## config.mk

```make
export PLATFORM = sky130hd
export DESIGN_NAME = fetch_stage
export DESIGN_NICKNAME = d
export VERILOG_FILES = /design/src/rtl/fetch_stage.sv
export SDC_FILE = /design/constraint.sdc
export NUM_CORES = 1
export LEC_CHECK = 0
export ABC_CLOCK_PERIOD_IN_PS = 6200
export CAP_MARGIN = 20
export CORE_MARGIN = 3
export CORE_UTILIZATION = 49
export CTS_BUF_LIST = sky130_fd_sc_hd__clkbuf_2
export DETAILED_ROUTE_END_ITERATION = 8
export PLACE_DENSITY = 0.83
export SYNTH_ARGS = -nofsm -noshare
export SYNTH_HDL_FRONTEND = slang
export SYNTH_SLANG_ARGS = --single-unit
```

## constraint.sdc

```tcl
create_clock -name clk -period 6.2 [get_ports clk]
set_clock_uncertainty 0.1 [all_clocks]
set_input_delay 1.86 -clock clk [delete_from_list [all_inputs] [get_ports clk]]
set_output_delay 1.86 -clock clk [all_outputs]
set_load 0.05 [all_outputs]
```

## src/rtl/fetch_stage.sv

```systemverilog
// Instruction-fetch front end: owns the PC, tracks the one outstanding memory read,
// and buffers responses in a 2-entry FIFO feeding the IF/ID valid/ready handshake.
module fetch_stage #(
    parameter logic [31:0] RESET_PC = 32'hBFC0_0000
) (
    input  logic        clk,
    input  logic        rst,
    output logic [31:0] imem_addr,
    output logic        imem_en,
    input  logic [31:0] imem_data,
    input  logic        imem_err,
    input  logic        redirect_valid,
    input  logic [31:0] redirect_pc,
    input  logic        id_ready,
    output logic        if_valid,
    output logic [31:0] if_pc,
    output logic [31:0] if_inst,
    output logic        if_err
);
    typedef struct packed {
        logic [31:0] pc;
        logic [31:0] inst;
        logic        err;
    } entry_t;

    logic [31:0] pc;
    logic        inf_v;
    logic [31:0] inf_pc;
    logic        inf_mis;
    entry_t      fifo [2];
    logic        rd_ptr;
    logic        wr_ptr;
    logic [1:0]  count;

    entry_t      resp;
    entry_t      head;
    logic        pop;
    logic        push;
    logic        issue;
    logic [2:0]  occ;

    always_comb begin
        resp.pc   = inf_pc;
        resp.inst = inf_mis ? 32'h0 : imem_data;
        resp.err  = imem_err | inf_mis;

        if (count != 2'd0)
            head = fifo[rd_ptr];
        else if (inf_v)
            head = resp;
        else
            head = '0;

        if_valid = !redirect_valid && (count != 2'd0 || inf_v);
        pop      = if_valid && id_ready;
        // A bypassed response that decode takes this cycle never enters the FIFO.
        push     = !redirect_valid && inf_v && !(count == 2'd0 && pop);
        // pop implies something is present, so this difference never goes negative.
        occ      = {1'b0, count} + {2'b0, inf_v} - {2'b0, pop};
        issue    = !redirect_valid && (occ < 3'd2);
    end

    assign imem_addr = pc;
    assign imem_en   = issue;
    assign if_pc     = head.pc;
    assign if_inst   = head.inst;
    assign if_err    = head.err;

    always_ff @(posedge clk or posedge rst) begin
        if (rst) begin
            pc      <= RESET_PC;
            inf_v   <= 1'b0;
            inf_pc  <= 32'h0;
            inf_mis <= 1'b0;
            rd_ptr  <= 1'b0;
            wr_ptr  <= 1'b0;
            count   <= 2'd0;
        end else if (redirect_valid) begin
            pc     <= redirect_pc;
            inf_v  <= 1'b0;
            rd_ptr <= 1'b0;
            wr_ptr <= 1'b0;
            count  <= 2'd0;
        end else begin
            inf_v <= issue;
            if (issue) begin
                inf_pc  <= pc;
                inf_mis <= (pc[1:0] != 2'b00);
                pc      <= pc + 32'd4;
            end
            if (push) wr_ptr <= ~wr_ptr;
            if (pop && count != 2'd0) rd_ptr <= ~rd_ptr;
            count <= count + {1'b0, push} - {1'b0, pop && count != 2'd0};
        end
    end

    always_ff @(posedge clk) begin
        if (push) fifo[wr_ptr] <= resp;
    end
endmodule

```

* Yosys cells after proc, flatten, opt, wreduce, memory -nomap -nowiden
Memory sizes are Yosys's and may differ from the RTL's.
Cells that the tools add are included.
** Word-level totals
- Memories kept :: 1
- Output and inout port bits :: 99
- Bits of input ports :: 69
- RAM bits :: 130
- Bits in registers :: 70
** Memory list
- fifo :: words 2, width 65, read ports 1, clocked after Yosys merged registers in 0, wr ports 1, RTL line 30 : entry_t fifo [2];
** Operators by class
- $add $sub $neg :: 5
- Reductions and logical operators :: 17
- Magnitude comparators :: 1
- Mux-type cells :: 13
- Bitwise logic cells :: 4
** Operators by type and width (number)
- $mux 65 :: 2
- $mux 32 :: 3
- $add 32x3->32 const B :: 1
- $reduce_bool 2->1 :: 5
- $logic_and 1x1->1 :: 7
- $mux 1 :: 7
- $add 2x1->3 :: 1
- $lt 3x2->1 const B :: 1
- $not 1->1 :: 3
- $sub 3x1->3 :: 1
- $add 2x1->2 :: 1
- $logic_not 1->1 :: 2
- $logic_not 2->1 :: 1
- $mux 2 :: 1
- $reduce_and 2->1 :: 1
- $sub 2x1->2 :: 1
- $logic_or 1x1->1 :: 1
- $or 1x1->1 :: 1

* Logic depth before layout (Yosys ltp)
Gate-level depths: netlist of the first run.
- Depth after elaboration :: 10
- Depth in mapped cells :: 14

* Worst setup path before layout of the first run
Ideal clock, no wire load.
- Path kind :: in2out
- Start point :: input redirect_valid
- End point :: output imem_en
- Data arrival time :: 5441 ps
- Setup slack :: -1201 ps
- Data required time :: 4240 ps
- Cell stages on the path :: 11
- Path through :: clkbuf_1 > clkbuf_1 > a21oi_1 > and2_1 > ha_1 > nand2b_1 > fa_1 > xor2_1 > buf_6 > nor3b_2 > clkbuf_1
** On the way
- Longest elaborated chain between the ends :: 6
** Ends and longest elaborated chain
- start, declared :: RTL line 12 : input logic redirect_valid,
- $logic_not 1->1 :: RTL line 54 : if_valid = !redirect_valid && (count != 2'd0 || inf_v);
- $logic_and 1x1->1 :: RTL line 54
- via if_valid :: RTL line 15 : output logic if_valid,
- $logic_and 1x1->1 :: RTL line 55 : pop = if_valid && id_ready;
- $sub 3x1->3 :: RTL line 59 : occ = {1'b0, count} + {2'b0, inf_v} - {2'b0, pop};
- $lt 3x2->1 :: RTL line 60 : issue = !redirect_valid && (occ < 3'd2);
- $logic_and 1x1->1 :: RTL line 60
- end, declared :: RTL line 9 : output logic imem_en,
The timed path passes the listed nets, and every way through them passes these cells.

* Worst setup path after layout of the first run
- Start point :: input redirect_valid
- End point :: output imem_en
** On the way
- Longest elaborated chain between the ends :: 6
** Ends and longest elaborated chain (RTL line)
- $logic_not 1->1 (*) :: 54, 60
- $logic_and 1x1->1 :: 54
- $logic_and 1x1->1 :: 55
- $sub 3x1->3 :: 59
- $lt 3x2->1 :: 60
- $logic_and 1x1->1 (*) :: 60
Every way passes the cells marked *; elsewhere a longest branch is shown, timed or not.

==> reports/metrics.yaml, run 1 <==
synth_top_area_cell: "edfxtp_1"
relSlewSlack: 0.4025
netSwitchingPower_uw: 2257
core_um2: 17540
path_buf_inv: 2
p_leak_uw: 0.003763
end_kind: "output pin"
synthesis.area_um2: 8922
gp_congestion: 0.7931
grt_pass1_wl_um: 31190
grt_pass1_vias: 6003
cts_resized: 0
cts.clk_slew.worst_paths_ps: 240
slowest_delay_ps: 590
clock.fmax_ghz: 0.1650
synth-seq-cells: 200
die-area_um2: 19860
synth_async_sr_flop_share: 0.3500
syn_nets: 779
yosysSeqAreaShare: 0.6351
nNetsFinal: 928
post-cts-setup-buffers: 0
cts_root_buffer: "clkbuf_2"
irDropWorstVdd_mv: 0.2556
clkPwrFrac: 0.127
hold_viol: 0
numCtsBuffers: 17
drive_above_1_share: 0.1176
final_antenna_net_count: 0
dp_hpwl_um: 12470
crit_required_ps: 4240
grt_overflow: 0
hold_class: "flip-flop to flip-flop"
io_pins: 168
post_drt_wl_per_cell_um: 17.81
grt_max_degree: 133
final_area_um2: 11160
die_w_um: 140.9
maxCapViolations: 0
synth_warnings: 0
cp_top_family: "adder cells"
fin_crit_sh: 0.9772
cts_tree: "done"
firstDrtPassIters: 5
finalMaxSlewViolations: 0
p_sw_frac: 0.4422
dieHeight_um: 140.9
crit_chain: "clkdlybuf4s50_1 -> a21oi_4 -> and2_1 -> ha_1 -> nand2b_4 -> fa_2 -> nor3b_4 -> buf_12"
synth_edf_count: 130
tightest_slew_ps: 893.6
area_growth_pct: 25.12
worstSetupStartpointType: "input port"
netlist_instances: 705
dr.first_iter.drc_count: 492
grt_usage: 0.1976
start_util: 0.5088
min_period_ps: 6059
combPwrFrac: 0.490
setup_viol: 0
synth.avg_cell_area_um2: 12.66
fin_hold_ws_ps: 429.3
status: "finished clean"
io_buffers: 167
clkSinkCount: 200
yosys-top-cells-count: "130 x edfxtp_1, 80 x nand3_1, 76 x o21ai_0"
ctsHtreeMaxLevel: 4
synthTopCellsByArea: "edfxtp_1 44%, dfrtp_1 17%, mux2i_1 7.5%"
clock_latency_ps: 730
finalPower_uw: 5103
synth_most_common_cell: "edfxtp_1"
synth_top_area_frac: 0.4375
ys.flop_type: "edfxtp_1"
final_util: 0.6366
rsz0062_at_grt: "no"
cpMaxStageDelayCell: "fa_2"
critPathArrivalTime_ps: 4100
drc: 0
rows: 48
crit_path_max_fanout: 4
powerDensity_nw_per_um2: 457.1
critPathKind: "input port to output pin"
antenna_found_initial: 1
viasPerCell: 5.643
wirelength_um: 19460
power.internal_uw: 2846
power_frac_seq: 0.384
via_count: 6168
hold_buffers: 0
ys_types: 42
postPlaceCellArea_um2: 10860
clockBufferDepth: 2
## sequential cells by signal (all words and copies together) (netlist names)
signal / cells
fifo: 130
imem_addr: 32
inf_pc: 32
count: 2
inf_mis: 1
inf_v: 1
rd_ptr: 1
wr_ptr: 1
## worst register-to-register path, delay by kind of cell (launching register included)
family                   cells  cell delay [ps]
flip-flops                   1              570
AND/OR/NAND/NOR              6             2040
adder cells (fa/ha/maj)      2              810
AO/OA/AOI/OAI                2              370
## cells in the final DEF, fill, tap and decap left out, types with 3 or more instances in the layout
cell type,count
o211ai_1,3
nor3_1,3
nor2_4,3
nand4_1,5
nor2_1,23
bufinv_16,3
dfstp_2,9
mux2i_1,67
edfxtp_1,130
or4_1,18
ha_1,4
nand2_1,26
mux2_2,34
clkdlybuf4s50_1,165
inv_1,7
xnor2_1,8
and4_1,4
inv_4,3
buf_4,10
clkbuf_2,21
o31ai_1,12
buf_12,5
nor2b_1,33
dfrtp_1,59
a31oi_1,16
nand3_1,80
o21ai_0,76
xor2_1,3
or3_1,3
nor4_1,3
## metal layers
layer / GRT usage / up-vias / part of all wire
li1: - / 2947 / -
met1: 0.2762 / 2989 / 0.44
met2: 0.3163 / 214 / 0.49
met3: 0.03935 / 18 / 0.055
met4: 0.05966 / 0 / 0.015
met5: 0 / - / 0
## metrics by stage
stage                     cells  setup WS (ps)  TNS, ps
final                      1093          141.2        0
after detailed placement   1058          135.4        0
after floorplan             705         -46.27   -46.27
after global routing       1093          65.95        0
after global placement     1058          146.0        0
after CTS                  1090          134.0        0
## logic make-up after synthesis
logic type	after synthesis	synth area share
simple gates	214	0.1293
flops	200	0.6351
compound gates	115	0.07292
mux	101	0.1181
buf+inv	59	0.02594
xor+xnor	11	0.01080
fa+ha+maj	5	0.007853
## layout make-up
class,instances,area [um2]
sequential,200,5672
fill,1342,6374
tap,225,281.5
clock buffer,21,105.1
inverter,8,30.03
clock inverter,11,143.9
antenna,1,2.502
timing repair buffer,181,1854
multi-input combinational,446,3074
## power by group through the flow
stage               Combinational, uW  Clock, uW  Sequential (uW)
floorplan                        1640          0             2010
global placement                 2470          0             1960
detailed placement               2490          0             1990
CTS                              2500        665             1960
global route                     2650        716             2000
finish                           2500        646             1960
## final timing paths
| check | from | end | slack [ps] | depth (start not counted) |
|---|---|---|---|---|
| setup / recovery | redirect_valid | imem_en | 140 | 8 |
| hold / removal | inf_pc[12] | fifo[0][45] | 430 | 0 |
| setup reg to reg | count[1] | imem_addr[29] | 2290 | 10 |
| hold reg to reg | inf_pc[12] | fifo[0][45] | 430 | 0 |
| max in group asynchronous | rst | imem_addr[24] | 3840 | 4 |
| min in group asynchronous | rst | imem_addr[16] | 1240 | 2 |
No activity file was read; power rests on OpenSTA's default activity.
==> run 2: changes to the inputs <==
--- a/config.mk
+++ b/config.mk
@@ -5,13 +5,17 @@
 export SDC_FILE = /design/constraint.sdc
 export NUM_CORES = 1
 export LEC_CHECK = 0
+export ABC_AREA = 1
 export ABC_CLOCK_PERIOD_IN_PS = 6200
 export CAP_MARGIN = 20
+export CELL_PAD_IN_SITES_DETAIL_PLACEMENT = 1
+export CELL_PAD_IN_SITES_GLOBAL_PLACEMENT = 2
 export CORE_MARGIN = 3
-export CORE_UTILIZATION = 49
+export CORE_UTILIZATION = 30
 export CTS_BUF_LIST = sky130_fd_sc_hd__clkbuf_2
 export DETAILED_ROUTE_END_ITERATION = 8
-export PLACE_DENSITY = 0.83
+export PLACE_DENSITY = 0.82
+export SLEW_MARGIN = 25
 export SYNTH_ARGS = -nofsm -noshare
 export SYNTH_HDL_FRONTEND = slang
 export SYNTH_SLANG_ARGS = --single-unit
==> reports/metrics.yaml, run 2 <==
grt_pass1_vias: 7572
drive_above_1_share: 0.06643
area_growth_pct: 26.22
ctsHtreeMaxLevel: 4
powerDensity_nw_per_um2: 542.1
dp_hpwl_um: 18500
ys_types: 31
regMostFlops: "fifo"
crit_path_max_fanout: 3
fillerInstances: 3429
fin_setup_tns_ps: 0
dp.cells: 1502
critPathArrivalTime_ps: 4050
grt_usage: 0.1673
min_from: "inf_pc[21]"
clock.fmax_ghz: 0.1663
cts_root_buffer: "clkbuf_2"
synth-seq-cells: 200
rows: 63
mostFrequentLayoutCells: "208 x nand2_1, 164 x clkdlybuf4s50_1, 133 x nor2_1, 130 x edfxtp_1, 103 x inv_1"
nNetsFinal: 1205
stdcell_count: 1535
irDropWorstVdd_mv: 0.3643
firstDrtPassIters: 4
netlist_instances: 979
final_antenna_net_count: 0
via_count: 7413
clock_latency_ps: 750
core_um2: 29870
die-area_um2: 32750
hold_class: "flip-flop to flip-flop"
hold_depth: 0
gp_congestion: 0.7738
fin_crit_sh: 0.9698
antenna_found_initial: 1
largest_reg_flops: 130
synth_most_common_cell: "nand2_1"
grt_pass1_wl_um: 43410
synth_top_area_frac: 0.4250
yosysSeqAreaShare: 0.6169
clkSinkCount: 200
post-cts-setup-buffers: 0
end_kind: "output pin"
die_w_um: 181.0
syn_nets: 1053
grt_overflow: 0
dr.first_iter.drc_count: 376
synth_async_sr_flop_share: 0.3500
finalMaxSlewViolations: 0
setup_viol: 0
timing.rr.end: "imem_addr[2]"
cts_tree: "done"
critPathKind: "input port to output pin"
min_period_ps: 6013
synth_top_area_cell: "edfxtp_1"
dieHeight_um: 181.0
hold_end: "fifo[1][54]"
io_buffers: 167
worstSetupStartpointType: "input port"
io_pins: 168
rrSetupSlack_ps: 2400
ys.flop_type: "edfxtp_1"
drc: 0
rsz0062_at_grt: "no"
maxCapViolations: 0
p_leak_uw: 0.004590
cts.clk_slew.worst_paths_ps: 270
grt_max_degree: 67
reg2regPathDepth: 13
relSlewSlack: 0.4007
wirelength_um: 27730
synthesis.area_um2: 9185
synth_edf_count: 130
numCtsBuffers: 17
yosys-top-cells-count: "209 x nand2_1, 135 x nor2_1, 130 x edfxtp_1"
final_common_cell: "nand2_1"
start_util: 0.3075
synth.avg_cell_area_um2: 9.382
synth_warnings: 0
viasPerCell: 4.829
hold_buffers: 0
post_drt_wl_per_cell_um: 18.07
clockBufferDepth: 2
tightest_slew_ps: 897.6
crit_required_ps: 4240
hold_viol: 0
synthTopCellsByArea: "edfxtp_1 43%, dfrtp_1 17%, nand2_1 8.5%"
status: "finished clean"
reg2reg_from: "count[1]"
run 2: logic make-up (layout without fill, tap and decap cells):
kind of cell / count (synthesis) / in the layout / share of synthesized area
and+or+nand+nor: 422 / 422 / 0.1896
DFF: 200 / 200 / 0.6169
AOI/OAI and AO/OA: 188 / 188 / 0.1121
buffers and inverters: 157 / 322 / 0.06702
xor gates and xnor gates: 7 / 7 / 0.006675
adders and majority gates: 5 / 5 / 0.007629
other: 0 / 1 / 0
run 2: how the worst max path moves through the flow:
stage | slack [ps] | endpoint | cells after the start | start
after floorplan | 100 | imem_en | 12 | redirect_valid
after global placement | 100 | imem_en | 12 | redirect_valid
after detailed placement | 100 | imem_en | 12 | redirect_valid
after CTS | 90 | imem_en | 12 | redirect_valid
after global routing | 60 | imem_en | 11 | id_ready
final | 190 | imem_en | 11 | id_ready
run 2: through the flow:
stage               area (um2)  utilization  hold slack (ps)  total power (uW)  setup WS [ps]
floorplan                 9196            -            342.1              4330          101.9
global placement         11300       0.3781            342.6              5546          104.4
detailed placement       11300       0.3782            352.5              5608          103.8
CTS                      11590       0.3879            409.6              6367          92.83
global route             11590       0.3881            396.1              6664          57.95
finish                   11590       0.3881            399.5              6285          186.9
run 2: area by class of cell:
class | count | area (um2) | area share
Tap cell | 390 | 488.0 | 0.04209
Clock inverter | 12 | 188.9 | 0.01630
Multi-Input combinational cell | 622 | 2932 | 0.2529
Inverter | 108 | 407.9 | 0.03518
Sequential cell | 200 | 5668 | 0.4889
Clock buffer | 20 | 100.1 | 0.008634
Antenna cell | 1 | 2.502 | 0.0002158
Timing Repair Buffer | 182 | 1807 | 0.1558
run 2: worst max-delay path, stage by stage:
cell and delay [ps]:
clkdlybuf4s50_1 510, and2_1 210, ha_1 250, or2_2 300, fa_1 380, inv_1 60
nand2_1 50, nand2_1 80, nand3_2 80, inv_2 110, buf_12 140
run 2: layer usage:
| layer | GRT usage | up-vias | routed length, um |
|---|---|---|---|
| met3 | 0.02778 | 19 | 1124 |
| met4 | 0.03352 | 0 | 263 |
| li1 | - | 3579 | - |
| met2 | 0.2764 | 157 | 13090 |
| met1 | 0.2342 | 3658 | 13250 |
| met5 | 0 | - | 0 |
run 2: power breakdown:
group	switching, uW	leakage, uW	internal, uW	total [uW]
clock	460	0.000164	278	738
sequential	308	0.00203	1850	2150
combinational	2410	0.00240	985	3390
run 2: repair_timing:
item | 4_1_cts | 5_1_grt
hold endpoints to repair | 0 | 0
resized for setup | 0 | 1
endpoints found under the setup margin | 0 | 1
==> run 3: changes to the inputs <==
--- a/config.mk
+++ b/config.mk
@@ -6,15 +6,15 @@
 export NUM_CORES = 1
 export LEC_CHECK = 0
 export ABC_AREA = 1
-export ABC_CLOCK_PERIOD_IN_PS = 6200
+export ABC_CLOCK_PERIOD_IN_PS = 6280
 export CAP_MARGIN = 20
 export CELL_PAD_IN_SITES_DETAIL_PLACEMENT = 1
 export CELL_PAD_IN_SITES_GLOBAL_PLACEMENT = 2
 export CORE_MARGIN = 3
-export CORE_UTILIZATION = 30
+export CORE_UTILIZATION = 33
 export CTS_BUF_LIST = sky130_fd_sc_hd__clkbuf_2
 export DETAILED_ROUTE_END_ITERATION = 8
-export PLACE_DENSITY = 0.82
+export PLACE_DENSITY = 0.85
 export SLEW_MARGIN = 25
 export SYNTH_ARGS = -nofsm -noshare
 export SYNTH_HDL_FRONTEND = slang
==> constraint.sdc (replaced) <==
create_clock -name clk -period 6.28 [get_ports clk]
set_clock_uncertainty 0.1 [all_clocks]
set_input_delay 1.884 -clock clk [delete_from_list [all_inputs] [get_ports clk]]
set_output_delay 1.884 -clock clk [all_outputs]
set_load 0.05 [all_outputs]
==> reports/metrics.yaml, run 3 (synthesized netlist as in run 2, its figures left out) <==
hold_viol: 0
die_w_um: 172.8
irDropWorstVdd_mv: 0.3366
gp_congestion: 0.7869
setup_viol: 0
min_period_ps: 6146
grt_pass1_wl_um: 42860
clock.fmax_ghz: 0.1627
dieHeight_um: 172.8
grt_max_degree: 67
io_pins: 168
worstSetupStartpointType: "input port"
nNetsFinal: 1202
end_kind: "output pin"
core_um2: 27180
hold_buffers: 0
hold_class: "flip-flop to flip-flop"
grt_overflow: 0
final_common_cell: "nand2_1"
clkSinkCount: 200
critPathKind: "input port to output pin"
fin_setup_tns_ps: 0
dp_hpwl_um: 18090
dr.first_iter.drc_count: 418
drc: 0
rsz0062_at_grt: "no"
regMostFlops: "fifo"
cts_root_buffer: "clkbuf_2"
tightest_slew_ps: 857.1
status: "finished clean"
numCtsBuffers: 17
io_buffers: 167
wirelength_um: 26870
cts_tree: "done"
finalMaxSlewViolations: 0
critPathArrivalTime_ps: 4160
post-cts-setup-buffers: 0
grt_pass1_vias: 7783
ctsHtreeMaxLevel: 4
area_growth_pct: 25.40
final_util: 0.4238
cts_resized: 0
viasPerCell: 4.818
via_count: 7294
die-area_um2: 29870
start_util: 0.3380
firstDrtPassIters: 5
final_antenna_net_count: 0
post_drt_wl_per_cell_um: 17.74
rows: 60
fin_crit_sh: 0.9787
antenna_found_initial: 1
maxCapViolations: 0
mostFrequentLayoutCells: "208 x nand2_1, 165 x clkdlybuf4s50_1, 133 x nor2_1, 130 x edfxtp_1, 103 x inv_1"
drive_above_1_share: 0.06310
p_leak_uw: 0.004551
grt_usage: 0.1799
cts.clk_slew.worst_paths_ps: 250
clockBufferDepth: 2
crit_path_max_fanout: 2
clock_latency_ps: 770
largest_reg_flops: 130
powerDensity_nw_per_um2: 527.8
crit_required_ps: 4300
relSlewSlack: 0.4280
==> run 3: changes by cell type in the layout (fill, tap and decap cells not counted), sizes merged <==
| cell | delta |
|---|---|
| dlymetal6s2s | -1 |
| buf | -3 |
| clkbuf | -1 |
| clkinv | +3 |
| clkdlybuf4s50 | +1 |
| inv | +1 |
| bufinv | -2 |
| clkinvlp | -1 |
==> run 3: path summary, 6_finish.rpt <==
path | slack, ps | to | start | cells after the start
min reg2reg | 400 | fifo[1][35] | inf_pc[2] | 0
max | 130 | imem_en | redirect_valid | 12
min | 400 | fifo[1][35] | inf_pc[2] | 0
max reg2reg | 2120 | imem_addr[7] | count[1] | 13
max in group asynchronous | 3540 | count[1] | rst | 3
min in group asynchronous | 1470 | imem_addr[2] | rst | 2
==> run 3: final cells by class <==
class | instances | area [um2]
inverter | 108 | 407.9
clock buffer | 19 | 95.09
sequential | 200 | 5668
fill | 3178 | 15660
tap | 372 | 465.4
antenna | 1 | 2.502
timing repair buffer | 179 | 1807
clock inverter | 13 | 141.4
multi-input combinational | 622 | 2932
==> run 3: per-layer routing <==
metal / part of all wire / global-route usage
met2: 0.48 / 0.3051
met5: 0 / 0
met1: 0.48 / 0.2422
met4: 0.0094 / 0.03716
met3: 0.034 / 0.03360
==> run 3: power breakdown <==
part,leakage (uW),internal (uW),total (uW),switching (uW)
Sequential,0.00203,1820,2120,302
Combinational,0.00238,967,3320,2350
Clock,0.000144,191,633,442
Total,0.00455,2980,6080,3100
==> run 3: worst max-delay path: stages <==
cell	delay [ps]
clkdlybuf4s50_1	580
a21oi_4	40
and2_1	170
ha_1	250
or2_2	300
fa_1	390
inv_1	70
nand2_1	50
nand2_1	80
nand3_2	90
inv_2	100
buf_12	140
==> run 3: metrics by stage <==
stage | std cells | hold slack (ps) | worst slack [ps] | power [uW] | area, um2
after global routing | 1514 | 408.6 | 12.25 | 6464 | 11520
after floorplan | 979 | 342.1 | 133.9 | 4274 | 9196
final | 1514 | 403.2 | 133.9 | 6079 | 11520
after detailed placement | 1481 | 352.5 | 119.9 | 5504 | 11280
after CTS | 1513 | 404.1 | 112.1 | 6150 | 11520
after global placement | 1481 | 343.3 | 156.2 | 5437 | 11280
